<file path="src/rtl/vector_mem_access_pkg.sv">
// Shared types, geometry and lane helper for the vector memory access unit.
// The geometry lives here so the interface, the helper and the unit agree on widths.
package vector_mem_pkg;

   localparam int DATA_WIDTH  = 8;
   localparam int VECTOR_SIZE = 6;
   localparam int ADDR_WIDTH  = 16;
   localparam int VEC_WIDTH   = DATA_WIDTH * VECTOR_SIZE;
   localparam int LANE_W      = $clog2(VECTOR_SIZE);

   typedef enum logic [2:0] {
      IDLE,
      WRITE,
      READ,
      DRAIN,
      DONE
   } vmem_state_t;

   // Picks one DATA_WIDTH lane out of a packed vector; lane 0 sits in the low bits.
   function automatic logic [DATA_WIDTH-1:0] lane_slice(input logic [VEC_WIDTH-1:0] vector,
                                                        input logic [LANE_W-1:0]    index);
      return vector[DATA_WIDTH*index +: DATA_WIDTH];
   endfunction

endpackage

</file>
<file path="src/rtl/vector_mem_access_if.sv">
// Pipeline-side request/response signals and data-memory port of the access unit.
// The slave modport is the unit itself; the master modport is whoever drives requests and owns the RAM.
interface vector_mem_access_if;
   import vector_mem_pkg::*;

   logic                  start;
   logic                  isWrite;
   logic                  isVector;
   logic [ADDR_WIDTH-1:0] address;
   logic [VEC_WIDTH-1:0]  writeData;
   logic                  stall;
   logic                  busy;
   logic                  done;
   logic [VEC_WIDTH-1:0]  readData;
   logic [ADDR_WIDTH-1:0] memAddr;
   logic [DATA_WIDTH-1:0] memWriteData;
   logic                  memWriteEnable;
   logic [DATA_WIDTH-1:0] memReadData;

   modport slave (
      input  start, isWrite, isVector, address, writeData, memReadData,
      output stall, busy, done, readData, memAddr, memWriteData, memWriteEnable
   );

   modport master (
      output start, isWrite, isVector, address, writeData, memReadData,
      input  stall, busy, done, readData, memAddr, memWriteData, memWriteEnable
   );

endinterface

</file>
<file path="src/rtl/vector_mem_access.sv">
// Memory-stage access unit: serialises scalar/vector loads and stores onto a
// one-lane-wide synchronous data memory and stalls the pipeline while busy.
module vector_mem_access
   import vector_mem_pkg::*;
(
   input  logic                clk,
   input  logic                reset,
   vector_mem_access_if.slave  bus
);

   vmem_state_t           stateQ, stateD;
   logic [LANE_W-1:0]     laneQ, laneD;
   logic [LANE_W-1:0]     lastLaneQ, lastLaneD;
   logic [ADDR_WIDTH-1:0] baseQ, baseD;
   logic [VEC_WIDTH-1:0]  writeDataQ, writeDataD;
   logic [VEC_WIDTH-1:0]  readDataQ, readDataD;

   logic [LANE_W-1:0]     prevLane;
   logic [ADDR_WIDTH-1:0] laneAddr;
   logic                  busyInt;

   // The RAM returns data one cycle late, so a READ capture always targets the previous lane.
   assign prevLane = laneQ - LANE_W'(1);
   assign laneAddr = baseQ + ADDR_WIDTH'(laneQ);
   assign busyInt  = (stateQ != IDLE);

   // State register; reset forces IDLE even in the middle of an access.
   always_ff @(posedge clk) begin
      if (!reset) begin
         stateQ <= IDLE;
      end else begin
         stateQ <= stateD;
      end
   end

   // Next-state: accept only in IDLE, walk the lanes, drain the last read, pulse DONE once.
   always_comb begin
      stateD = stateQ;
      case (stateQ)
         IDLE:    if (bus.start) stateD = bus.isWrite ? WRITE : READ;
         WRITE:   if (laneQ == lastLaneQ) stateD = DONE;
         READ:    if (laneQ == lastLaneQ) stateD = DRAIN;
         DRAIN:   stateD = DONE;
         DONE:    stateD = IDLE;
         default: stateD = IDLE;
      endcase
   end

   // Datapath next values: latch the request on accept, advance the lane, capture load lanes.
   always_comb begin
      laneD      = laneQ;
      lastLaneD  = lastLaneQ;
      baseD      = baseQ;
      writeDataD = writeDataQ;
      readDataD  = readDataQ;
      case (stateQ)
         IDLE: begin
            if (bus.start) begin
               laneD      = '0;
               lastLaneD  = bus.isVector ? LANE_W'(VECTOR_SIZE - 1) : '0;
               baseD      = bus.address;
               writeDataD = bus.writeData;
               if (!bus.isWrite) readDataD = '0;
            end
         end
         WRITE: begin
            if (laneQ != lastLaneQ) laneD = laneQ + LANE_W'(1);
         end
         READ: begin
            if (laneQ != '0) readDataD[DATA_WIDTH*prevLane +: DATA_WIDTH] = bus.memReadData;
            if (laneQ != lastLaneQ) laneD = laneQ + LANE_W'(1);
         end
         DRAIN: begin
            readDataD[DATA_WIDTH*lastLaneQ +: DATA_WIDTH] = bus.memReadData;
         end
         default: ;
      endcase
   end

   // Datapath registers; a reset discards any partially gathered load data.
   always_ff @(posedge clk) begin
      if (!reset) begin
         laneQ      <= '0;
         lastLaneQ  <= '0;
         baseQ      <= '0;
         writeDataQ <= '0;
         readDataQ  <= '0;
      end else begin
         laneQ      <= laneD;
         lastLaneQ  <= lastLaneD;
         baseQ      <= baseD;
         writeDataQ <= writeDataD;
         readDataQ  <= readDataD;
      end
   end

   // Outputs: the memory port is quiet except while walking lanes; only WRITE strobes the RAM.
   always_comb begin
      bus.memAddr        = '0;
      bus.memWriteData   = '0;
      bus.memWriteEnable = 1'b0;
      case (stateQ)
         WRITE: begin
            bus.memAddr        = laneAddr;
            bus.memWriteData   = lane_slice(writeDataQ, laneQ);
            bus.memWriteEnable = 1'b1;
         end
         READ, DRAIN: begin
            bus.memAddr = laneAddr;
         end
         default: ;
      endcase
      bus.busy     = busyInt;
      bus.done     = (stateQ == DONE);
      bus.stall    = busyInt | (bus.start & (stateQ == IDLE));
      bus.readData = readDataQ;
   end

endmodule

</file>
<file path="src/flat_wrapper.sv">
// flat-port wrapper written by rule: the top's interface ports become plain ports
module vector_mem_access_flat import vector_mem_pkg::*;
  (clk, reset, bus_start, bus_isWrite, bus_isVector, bus_address, bus_writeData, bus_memReadData, bus_stall, bus_busy, bus_done, bus_readData, bus_memAddr, bus_memWriteData, bus_memWriteEnable);
  vector_mem_access_if bus_i ();
  input  logic clk;
  input  logic reset;
  input wire logic [$bits(bus_i.start)-1:0] bus_start;
  input wire logic [$bits(bus_i.isWrite)-1:0] bus_isWrite;
  input wire logic [$bits(bus_i.isVector)-1:0] bus_isVector;
  input wire logic [$bits(bus_i.address)-1:0] bus_address;
  input wire logic [$bits(bus_i.writeData)-1:0] bus_writeData;
  input wire logic [$bits(bus_i.memReadData)-1:0] bus_memReadData;
  output wire logic [$bits(bus_i.stall)-1:0] bus_stall;
  output wire logic [$bits(bus_i.busy)-1:0] bus_busy;
  output wire logic [$bits(bus_i.done)-1:0] bus_done;
  output wire logic [$bits(bus_i.readData)-1:0] bus_readData;
  output wire logic [$bits(bus_i.memAddr)-1:0] bus_memAddr;
  output wire logic [$bits(bus_i.memWriteData)-1:0] bus_memWriteData;
  output wire logic [$bits(bus_i.memWriteEnable)-1:0] bus_memWriteEnable;
  assign bus_i.start = bus_start;
  assign bus_i.isWrite = bus_isWrite;
  assign bus_i.isVector = bus_isVector;
  assign bus_i.address = bus_address;
  assign bus_i.writeData = bus_writeData;
  assign bus_i.memReadData = bus_memReadData;
  assign bus_stall = bus_i.stall;
  assign bus_busy = bus_i.busy;
  assign bus_done = bus_i.done;
  assign bus_readData = bus_i.readData;
  assign bus_memAddr = bus_i.memAddr;
  assign bus_memWriteData = bus_i.memWriteData;
  assign bus_memWriteEnable = bus_i.memWriteEnable;
  vector_mem_access u_core (.clk(clk), .reset(reset), .bus(bus_i));
endmodule
</file>
<file path="config.mk">
export PLATFORM = sky130hd
export DESIGN_NAME = vector_mem_access_flat
export DESIGN_NICKNAME = d
export VERILOG_FILES = /design/src/rtl/vector_mem_access_pkg.sv /design/src/rtl/vector_mem_access_if.sv /design/src/rtl/vector_mem_access.sv /design/src/flat_wrapper.sv
export SDC_FILE = /design/constraint.sdc
export NUM_CORES = 1
export LEC_CHECK = 0
export CORE_MARGIN = 2
export CORE_UTILIZATION = 40
export DETAILED_ROUTE_END_ITERATION = 8
export GPL_ROUTABILITY_DRIVEN = 0
export PLACE_DENSITY_LB_ADDON = 0.1
export SYNTH_ARGS = -nofsm -noshare
export SYNTH_HDL_FRONTEND = slang
export SYNTH_SLANG_ARGS = --single-unit
</file>
<file path="constraint.sdc">
create_clock -name clk -period 3.7 [get_ports clk]
set_clock_uncertainty 0.2 [all_clocks]
set_input_delay 0.74 -clock clk [delete_from_list [all_inputs] [get_ports clk]]
set_output_delay 0.74 -clock clk [all_outputs]
set_load 0.05 [all_outputs]
</file>
### Yosys cells after proc, flatten, opt, wreduce, memory -nomap -nowiden

Cells that the tools add are included.

| cells by class | value |
|---|---|
| reduce and logical (&&, ||, !) cells | 11 |
| add/subtract/negate cells | 5 |
| shifts and indexed selects | 5 |
| multiplexer cells | 18 |
| eq/ne operators | 12 |
| bitwise logic cells | 2 |

Operator list:

| kind | count |
|---|---|
| $mux W48 | 3 |
| $pmux W48 S3 | 1 |
| $bwmux W48 | 2 |
| $shift A8 B34 Y48 const A | 2 |
| $shiftx A8 B34 Y48 | 2 |
| $neg A6 Y34 | 2 |
| $shiftx A48 B7 Y8 | 1 |
| $mux W3 | 6 |
| $add A16 B3 Y16 | 1 |
| $mux W16 | 1 |
| $pmux W3 S4 | 1 |
| $reduce_bool A3 Y1 | 3 |
| $mux W8 | 1 |
| $ne A2 B1 Y1 const B | 4 |
| $eq A3 B2 Y1 const B | 2 |
| $pmux W3 S2 | 1 |
| $reduce_and A3 Y1 | 2 |
| $ne A2 B2 Y1 const B | 2 |
| $reduce_and A4 Y1 | 1 |
| $add A3 B1 Y3 const B | 1 |
| $eq A3 B1 Y1 const B | 1 |
| $eq A3 B3 Y1 | 1 |
| $eq A3 B3 Y1 const B | 1 |
| $logic_not A3 Y1 | 1 |
| 10 further kinds | 10 |

| word-level totals | value |
|---|---|
| logic and storage cells | 59 |
| flip-flop bits (word level) | 121 |
| output and inout bits | 76 |
| bits of input ports | 77 |

### Depth between registers and ports, before layout

Gate-level depths: netlist (run 1).

| depth | value |
|---|---|
| word-level depth | 6 |
| depth in mapped cells | 11 |

### Least setup slack after synthesis (run 1)

OpenSTA, ideal clock, no wires.

| path | value |
|---|---|
| kind | flip-flop to output port |
| start | register u_core.laneQ[1] |
| end | output port bus_memAddr[6] |
| data arrival time | 2,593 ps |
| slack | 167 ps |
| required time | 2,760 ps |
| path buffers | 1 |
| stages on the path, launching flop included | 9 |
| cell sequence | dfxtp_1 > buf_1 > inv_1 > fa_1 > inv_1 > a21o_1 > nand4_1 > xor2_1 > nor2_1 |

| on the way | value |
|---|---|
| word-level cells in the longest chain between the ends | 2 |

RTL lines:

| element | RTL line | text |
|---|---|---|
| start, declared | vector_mem_access.sv:12 | `logic [LANE_W-1:0] laneQ, laneD;` |
| start signal, assigned | vector_mem_access.sv:89 | `laneQ <= laneD;` |
| $add A16 B3 Y16 | vector_mem_access.sv:24 | `assign laneAddr = baseQ + ADDR_WIDTH'(laneQ);` |
| $mux W16 | vector_mem_access.sv:102 | `case (stateQ)` |
| end, declared | flat_wrapper.sv:17 | `output wire logic [$bits(bus_i.memAddr)-1:0] bus_memAddr;` |

Every way passes these cells.

### Worst setup path in the final report (run 1)

| path | value |
|---|---|
| start | register u_core.laneQ[2] |
| end | output port bus_memAddr[15] |

Same word-level chain as after synthesis.

==> results of run 1 <==
==> cell families (layout without fill, tap and decap cells) <==
group	count (synthesis)	after routing	share of synthesized area
flip-flops	119	119	0.449
adder cells (fa/ha/maj)	12	12	0.0297
AO/OA/AOI/OAI	161	161	0.190
XOR/XNOR	14	14	0.0231
multiplexers	17	17	0.0528
AND/OR/NAND/NOR	254	254	0.220
buffers and inverters	49	206	0.0358
==> state kept, by name, summed over array words and instances, names as in the netlist <==
signal,flops
u_core.bus.readData,48
u_core.writeDataQ,48
u_core.baseQ,16
u_core.laneQ,3
u_core.stateQ,3
u_core.lastLaneQ,1
==> worst max path at each step <==
stage                      endpoint  slack, ns  cells past startpoint
global placement          bus_stall       0.62                      3
global route         bus_memAddr[5]       0.11                      5
detailed placement        bus_stall       0.60                      3
finish              bus_memAddr[15]       0.30                      6
floorplan            bus_memAddr[6]       0.17                      8
CTS                  bus_memAddr[0]       0.15                      3
==> final cells by class <==
| cell class | count | area, um2 |
|---|---|---|
| Fill cell | 1154 | 5370 |
| Multi-Input combinational cell | 458 | 2740 |
| Sequential cell | 119 | 2380 |
| Timing Repair Buffer | 161 | 1760 |
| Clock buffer | 24 | 502 |
| Tap cell | 176 | 220 |
| Clock inverter | 8 | 70.1 |
| Inverter | 13 | 48.8 |
==> cells in the mapped netlist (all sizes together) (5+ instances only) <==
cell | count | area (um2)
clkbuf | 26 | 97.6
o21ai | 16 | 80.1
nor2 | 47 | 176
nor2b | 5 | 31.3
xor2 | 10 | 87.6
dfxtp | 119 | 2380
ha | 11 | 138
nand2 | 141 | 529
a22oi | 24 | 180
nand3 | 14 | 70.1
and2 | 8 | 50.1
nand4b | 5 | 43.8
mux2 | 8 | 90.1
buf | 10 | 43.8
a22o | 24 | 210
inv | 13 | 48.8
a21oi | 85 | 437
mux4 | 8 | 180
==> worst max-delay path: stages, from the launching register on <==
cell      delay [ns]
dfxtp_1         0.49
ha_1            0.33
a21oi_1         0.56
nand4b_1        0.22
xor2_1          0.07
nor2_1          0.20
buf_12          0.17
==> per-stage QoR <==
step	power, uW	instance area [um2]
2_1_floorplan	1740	5310
3_3_place_gp	1960	7140
3_5_place_dp	1970	7140
4_1_cts	3540	7720
5_1_grt	3660	7720
6_report	3520	7720
==> layout by cell type, fill, tap and decap left out, types with 17 or more instances in the layout <==
| cell type | netlist | layout |
|---|---|---|
| nand2_1 | 141 | 140 |
| clkdlybuf4s50_1 | 0 | 129 |
| dfxtp_1 | 119 | 119 |
| a21oi_1 | 84 | 84 |
| nor2_1 | 47 | 47 |
| a22oi_1 | 24 | 24 |
| a22o_1 | 24 | 24 |
| buf_12 | 0 | 18 |
| clkbuf_16 | 0 | 17 |
==> power by group <==
part / internal [uW] / switching (uW)
clock: 1010 / 563
combinational: 232 / 317
sequential: 1350 / 50.0
==> metal layers <==
metal	up-vias	share of wire	GRT usage
met3	23	0.050	0.0503
li1	2465	-	-
met5	-	0	0
met2	133	0.47	0.338
met1	2331	0.46	0.280
met4	0	0.016	0.0766
==> timing repair <==
action                                 CTS  global route
setup endpoints to repair                0             1
setup buffers                            0             0
endpoints found under the hold margin    0             0
gates resized for setup                  0             1
==> impl_metrics.tcl, run 1 <==
set metrics [dict create \
    pre_cts_slack_ns 0.602 \
    yosysSeqAreaShare 0.449 \
    synthToLayoutAreaGrowth_pct 45.5 \
    required_ns 2.76 \
    antenna_found_initial 0 \
    path_max_fanout 10 \
    netlist_area_um2 5310 \
    worst_hold_slack_ns 0.251 \
    peakVddDrop_uv 285 \
    clock_latency_ns 0.41 \
    slew_headroom 0.447 \
    final_max_slew_viol_count 0 \
    fmax_ghz 0.294 \
    grtUsageTotal 0.212 \
    fin_util 0.590 \
    cp-end-kind "primary output" \
    r2r_setup_slack_ns 0.69 \
    io_pins 153 \
    viasPerCell 5.16 \
    synth-seq-cells 119 \
    root_buffer "clkbuf_16" \
    hold_path.startpoint "u_core.writeDataQ[17]" \
    core_area_um2 13100 \
    grt_pass1_wl_um 23900 \
    synth-edff-count 0 \
    ctsLongestPathBuffers 2 \
    start_util 0.405 \
    grt_setup_unrepaired "false" \
    startpoint "u_core.laneQ[2]" \
    critPathArrivalTime_ns 2.46 \
    finalNonFillerCells 959 \
    drt_wl_total_um 14600 \
    dp.cells 927 \
    netlist_instances 626 \
    cts_sinks 119 \
    first_iter_violations 347 \
    hold_viol 0 \
    die_h_um 119 \
    layout_setup_ws_ns 0.304 \
    routedWlPerCell_um 15.3 \
    setup_violations 0 \
    crit_path_start_kind "flip-flop" \
    hpwl_um 10500 \
    synth.distinct_cells 53 \
    cts_max_level 4 \
    r2r-end "u_core.bus.readData[28]" \
    drv_cap 0 \
    ys.flop_type "dfxtp_1" \
    path_class "flip-flop to primary output" \
    ys_async_sr_fraction 0 \
    worstMarginPinSlew_ns 0.827 \
    grt_remaining_overflow 0 \
    grt_max_degree 59 \
    ant_nets 0 \
    io_buffers 152 \
    die_area_um2 14200 \
    antenna_cells 0 \
    drcViolationCount 0 \
    cts_tree "yes" \
    yosysWarnings 0 \
    post-route-min-period_ns 3.40 \
    drive_gt1_frac 0.116 \
    p_per_area_nw_per_um2 455 \
    syn_area_per_cell_um2 8.47 \
    holdPathEnd "u_core.writeDataQ[17]" \
    die_w_um 119 \
    power.leakage_uw 0.00289 \
    setup_tns_ns 0 \
    worstHoldPathType "flip-flop to flip-flop" \
    holdPathStages 2 \
    drt_pre_antenna_iters 5 \
    via_count 4952 \
    ctsHoldBuffers 0 \
    clk_pin_slew_ns 0.05 \
    grt_pass1_vias 4670 \
    r2r-start "u_core.laneQ[0]" \
    cts_made_buffers 17 \
    outcome "finished, final reports clean" \
    min_period_over_period 0.918 \
    r2r_cells 10 \
    rows 42 \
    final_nets 859 \
    synth_fp_nets 715 \
]
(Power assumes the default switching activity.)
==> run 2, diff against run 1 <==
--- a/config.mk
+++ b/config.mk
@@ -8,6 +8,7 @@
 export CORE_MARGIN = 2
 export CORE_UTILIZATION = 40
 export DETAILED_ROUTE_END_ITERATION = 8
+export DONT_BUFFER_PORTS = 1
 export GPL_ROUTABILITY_DRIVEN = 0
 export PLACE_DENSITY_LB_ADDON = 0.1
 export SYNTH_ARGS = -nofsm -noshare
==> impl_metrics.tcl, run 2 (synthesis gave the netlist of run 1 again) <==
set metrics [dict create \
    worstHoldPathType "primary input to flip-flop" \
    cts_tree "yes" \
    required_ns 2.76 \
    critPathArrivalTime_ns 2.40 \
    top_layer_used "met4" \
    p_per_area_nw_per_um2 526 \
    hold_viol 0 \
    final_cell_mix "nand2_1 (140), dfxtp_1 (119), a21oi_1 (84)" \
    wl_met1_um 6530 \
    grt_pass1_wl_um 22600 \
    clk_pin_slew_ns 0.05 \
    drive_gt1_frac 0.129 \
    drv_cap 0 \
    critical_path.cell_chain "ha_1 -> a21o_1 -> a21oi_1 -> nand4b_1 -> xor2_1 -> nor2_1 -> buf_4" \
    peakVddDrop_uv 266 \
    n_fill_cell 1280 \
    die_area_um2 14200 \
    routedWlPerCell_um 17.3 \
    wl_met2_um 6750 \
    critical-path-slowest-cell "a21oi_1" \
    viasPerCell 5.43 \
    setup_tns_ns 0 \
    grt_max_degree 65 \
    final_max_slew_viol_count 0 \
    die_h_um 119 \
    rows 42 \
    cts_made_buffers 17 \
    final_common_cell "nand2_1" \
    path_class "flip-flop to primary output" \
    power.leakage_uw 0.00232 \
    root_buffer "clkbuf_16" \
    r2r_setup_slack_ns 0.74 \
    cp-end-kind "primary output" \
    cts_setup_buffers 0 \
    wl_met3_um 808 \
    antenna_cells 0 \
    worstMarginPinSlew_ns 1.15 \
    die_w_um 119 \
    path_max_fanout 10 \
    ctsLongestPathBuffers 2 \
    core_area_um2 13100 \
    clock_latency_ns 0.41 \
    drcViolationCount 0 \
    grt_pass1_vias 4329 \
    slew_headroom 0.233 \
    ctsHoldBuffers 0 \
    grt_remaining_overflow 0 \
    cts_max_level 4 \
    min_period_over_period 0.902 \
    drt_wl_total_um 14300 \
    grtUsageTotal 0.203 \
    grt_setup_unrepaired "false" \
    outcome "finished, final reports clean" \
    ctsResizeCount 0 \
    post-route-min-period_ns 3.34 \
    crit_path_start_kind "flip-flop" \
    pre_cts_slack_ns 0.793 \
    crit_path_max_incr_delay_ns 0.54 \
    io_pins 153 \
    setup_violations 0 \
    ant_nets 0 \
    layout_setup_ws_ns 0.364 \
    hpwl_um 10200 \
    start_util 0.405 \
    first_iter_violations 314 \
    antenna_found_initial 0 \
    io_buffers 0 \
    fmax_ghz 0.300 \
    via_count 4482 \
    drt_pre_antenna_iters 5 \
    synthToLayoutAreaGrowth_pct 15.5 \
    final_nets 729 \
    cts_sinks 119 \
]
-- run 2: cell types whose count changed in the layout (fill, tap and decap cells not counted), moves of 2 or more --
cell | before | now
clkdlybuf4s50_1 | 129 | 0
clkbuf_1 | 2 | 4
buf_12 | 18 | 0
clkbuf_8 | 5 | 3
buf_4 | 14 | 31
clkinvlp_4 | 2 | 0
-- run 2: final timing paths --
| path | from | to | cells past startpoint |
|---|---|---|---|
| worst max-delay path | u_core.baseQ[1] | bus_memAddr[15] | 7 |
| worst min-delay path | bus_memReadData[4] | u_core.bus.readData[36] | 1 |
| worst max register to register | u_core.laneQ[1] | u_core.bus.readData[24] | 10 |
| worst min register to register | u_core.writeDataQ[18] | u_core.writeDataQ[18] | 2 |
-- run 2: per-stage QoR --
step | std cells | hold WS [ns] | cell area [um2] | total power [uW] | util
5_1_grt | 826 | 0.239 | 6130 | 3360 | 0.468
6_report | 826 | 0.252 | 6130 | 3230 | 0.468
3_5_place_dp | 797 | 0.244 | 5620 | 1840 | 0.430
4_1_cts | 826 | 0.235 | 6130 | 3260 | 0.468
2_1_floorplan | 626 | 0.233 | 5310 | 1740 | -
3_3_place_gp | 797 | 0.240 | 5620 | 1830 | 0.430
-- run 2: final cells by class --
type	instances	area [um2]	share of cell area
multi-input cells	458	2740	0.447
flip-flops and latches	119	2380	0.389
clock buffers	24	482	0.0786
repair buffers	31	233	0.0380
well taps	176	220	0.0359
inverters	13	48.8	0.00796
clock inverters	5	25.0	0.00408
-- run 2: per-layer routing --
metal | track usage | vias to the layer above
li1 | - | 2203
met1 | 0.265 | 2151
met2 | 0.318 | 112
met3 | 0.0584 | 16
met4 | 0.0804 | 0
met5 | 0 | -
-- run 2: critical path: cells and delay by family, from the launching register on --
family,cells,cell delay [ns]
compound gates,2,0.70
xor+xnor,1,0.15
fa+ha+maj,1,0.29
buf+inv,1,0.24
flops,1,0.32
simple gates,2,0.28
-- run 2: power by group --
group | leakage [uW] | total (uW) | switching, uW | internal [uW]
clock | 0.000255 | 1420 | 528 | 888
sequential | 0.000968 | 1400 | 52.3 | 1350
combinational | 0.00110 | 408 | 283 | 125
==> run 3, diff against run 2 <==
--- a/config.mk
+++ b/config.mk
@@ -10,7 +10,8 @@
 export DETAILED_ROUTE_END_ITERATION = 8
 export DONT_BUFFER_PORTS = 1
 export GPL_ROUTABILITY_DRIVEN = 0
-export PLACE_DENSITY_LB_ADDON = 0.1
+export PLACE_DENSITY = 0.55
+export SLEW_MARGIN = 20
 export SYNTH_ARGS = -nofsm -noshare
 export SYNTH_HDL_FRONTEND = slang
 export SYNTH_SLANG_ARGS = --single-unit
==> constraint.sdc (replaced) <==
create_clock -name clk -period 2.73 [get_ports clk]
set_clock_uncertainty 0.2 [all_clocks]
set_input_delay 0.546 -clock clk [delete_from_list [all_inputs] [get_ports clk]]
set_output_delay 0.546 -clock clk [all_outputs]
set_load 0.05 [all_outputs]
==> impl_metrics.tcl, run 3 (synthesis gave the netlist of run 1 again) <==
set metrics [dict create \
    outcome "finished, violations left" \
    violations "negative setup slack" \
    grt_remaining_overflow 0 \
    netSwitchingPower_uw 1260 \
    grt_setup_unrepaired "true" \
    final_max_slew_viol_count 0 \
    critPathArrivalTime_ns 2.07 \
    rows 42 \
    multiInputGateArea_um2 2940 \
    ant_nets 0 \
    combPwrFrac 0.141 \
    setup_violations 14 \
    grtUsageTotal 0.207 \
    top_usage_layer "met2" \
    crit_path_max_incr_delay_ns 0.36 \
    hold_viol 0 \
    fmax_ghz 0.355 \
    first_iter_violations 283 \
    die_area_um2 14200 \
    routedWlPerCell_um 17.3 \
    synthToLayoutAreaGrowth_pct 27.7 \
    die_w_um 119 \
    antenna_found_initial 0 \
    min_period_over_period 1.03 \
    antenna_cells 0 \
    crit_path_start_kind "flip-flop" \
    start_util 0.405 \
    grt_use_met3 0.0627 \
    worstHoldPathType "primary input to flip-flop" \
    power.leakage_uw 0.00247 \
    peakVddDrop_uv 391 \
    cts_made_buffers 17 \
    root_buffer "clkbuf_16" \
    core_area_um2 13100 \
    cp-end-kind "primary output" \
    layout_setup_ws_ns -0.0842 \
    power_uw 4640 \
    ctsLongestPathBuffers 2 \
    cts_sinks 119 \
    p_per_area_nw_per_um2 685 \
    final_common_cell "nand2_1" \
    drt_pre_antenna_iters 5 \
    grt_max_degree 63 \
    viasPerCell 5.44 \
    switching_share 0.272 \
    clock_latency_ns 0.41 \
    critical-path-slowest-cell "dfxtp_4" \
    cp_top_family "flip-flops" \
    drv_cap 0 \
    ctsHoldBuffers 0 \
    seq_power_share 0.409 \
    worstMarginPinSlew_ns 0.635 \
    required_ns 1.98 \
    drive_gt1_frac 0.226 \
    final_cell_mix "nand2_1 (140), dfxtp_1 (115), a21oi_1 (79)" \
    io_buffers 0 \
    path_class "flip-flop to primary output" \
    n_fill_cell 1226 \
    grt_pass1_vias 4421 \
    post-route-min-period_ns 2.81 \
    dp.cells 806 \
    slew_headroom 0.577 \
    drcViolationCount 0 \
    use_met1 0.266 \
    finalNonFillerCells 845 \
    die_h_um 119 \
    p_int_uw 3380 \
    cts_max_level 4 \
    clkPwrFrac 0.449 \
    met2_usage 0.326 \
    hpwl_um 10200 \
    drt_wl_total_um 14600 \
    via_count 4598 \
    critical_path.cell_chain "ha_4 -> a21o_1 -> a21oi_2 -> buf_6 -> nand4b_1 -> xor2_1 -> nor2_2 -> buf_12" \
    clk_pin_slew_ns 0.05 \
    seqCellArea_um2 2390 \
    path_max_fanout 5 \
    final_nets 745 \
    io_pins 153 \
    grt_pass1_wl_um 23000 \
    cts_tree "yes" \
    path_buf_inv 2 \
]
==> run 3: cell type report <==
type                       count  share of cell area
timing repair buffer          47              0.0909
multi-input combinational    458               0.434
sequential                   119               0.353
tap                          176              0.0325
clock buffer                  24              0.0711
clock inverter                 8              0.0107
inverter                      13             0.00720
==> run 3: worst paths after layout <==
kind                              to  slack (ns)                  start  cells after the start
max reg2reg   u_core.bus.readData[4]        0.23        u_core.laneQ[1]                     11
min          u_core.bus.readData[35]        0.06     bus_memReadData[3]                      1
max                  bus_memAddr[15]       -0.08        u_core.laneQ[1]                      8
min reg2reg    u_core.writeDataQ[24]        0.25  u_core.writeDataQ[24]                      2
==> run 3: metrics by stage <==
stage                     setup TNS, ns   util  area (um2)  worst slack [ns]  hold slack, ns
after global routing              -2.05  0.518        6780            -0.158          0.0458
final                            -0.665  0.518        6780           -0.0842          0.0614
after floorplan                 -0.0371      -        5390           -0.0371           0.233
after CTS                        -0.913  0.510        6680            -0.106          0.0408
after global placement                0  0.459        6010             0.168           0.241
after detailed placement              0  0.459        6010             0.124           0.244
==> run 3: metal layers <==
layer | routed length, um | vias to the layer above
met3 | 941 | 29
met1 | 6560 | 2183
li1 | - | 2240
met5 | 0 | -
met2 | 6810 | 146
met4 | 299 | 0
==> run 3: power by group through the flow <==
| stage | Combinational (uW) | Sequential [uW] | Clock [uW] |
|---|---|---|---|
| global placement | 626 | 1930 | 0 |
| CTS | 646 | 1900 | 2120 |
| finish | 655 | 1900 | 2080 |
| global route | 718 | 1910 | 2200 |
| floorplan | 470 | 1910 | 0 |
| detailed placement | 638 | 1930 | 0 |
==> run 3: timing repair <==
action,CTS,global route
buffers inserted,2,4
pin swaps,7,10
gates resized for setup,25,13
endpoints found under the setup margin,21,31
cloned,0,1
==> run 3: worst register-to-register path, delay by kind of cell (launching register included) <==
kind	cells	cell delay (ns)
flops	1	0.36
simple gates	2	0.36
compound gates	3	0.40
fa+ha+maj	2	0.49
buf+inv	3	0.41
xor+xnor	1	0.17
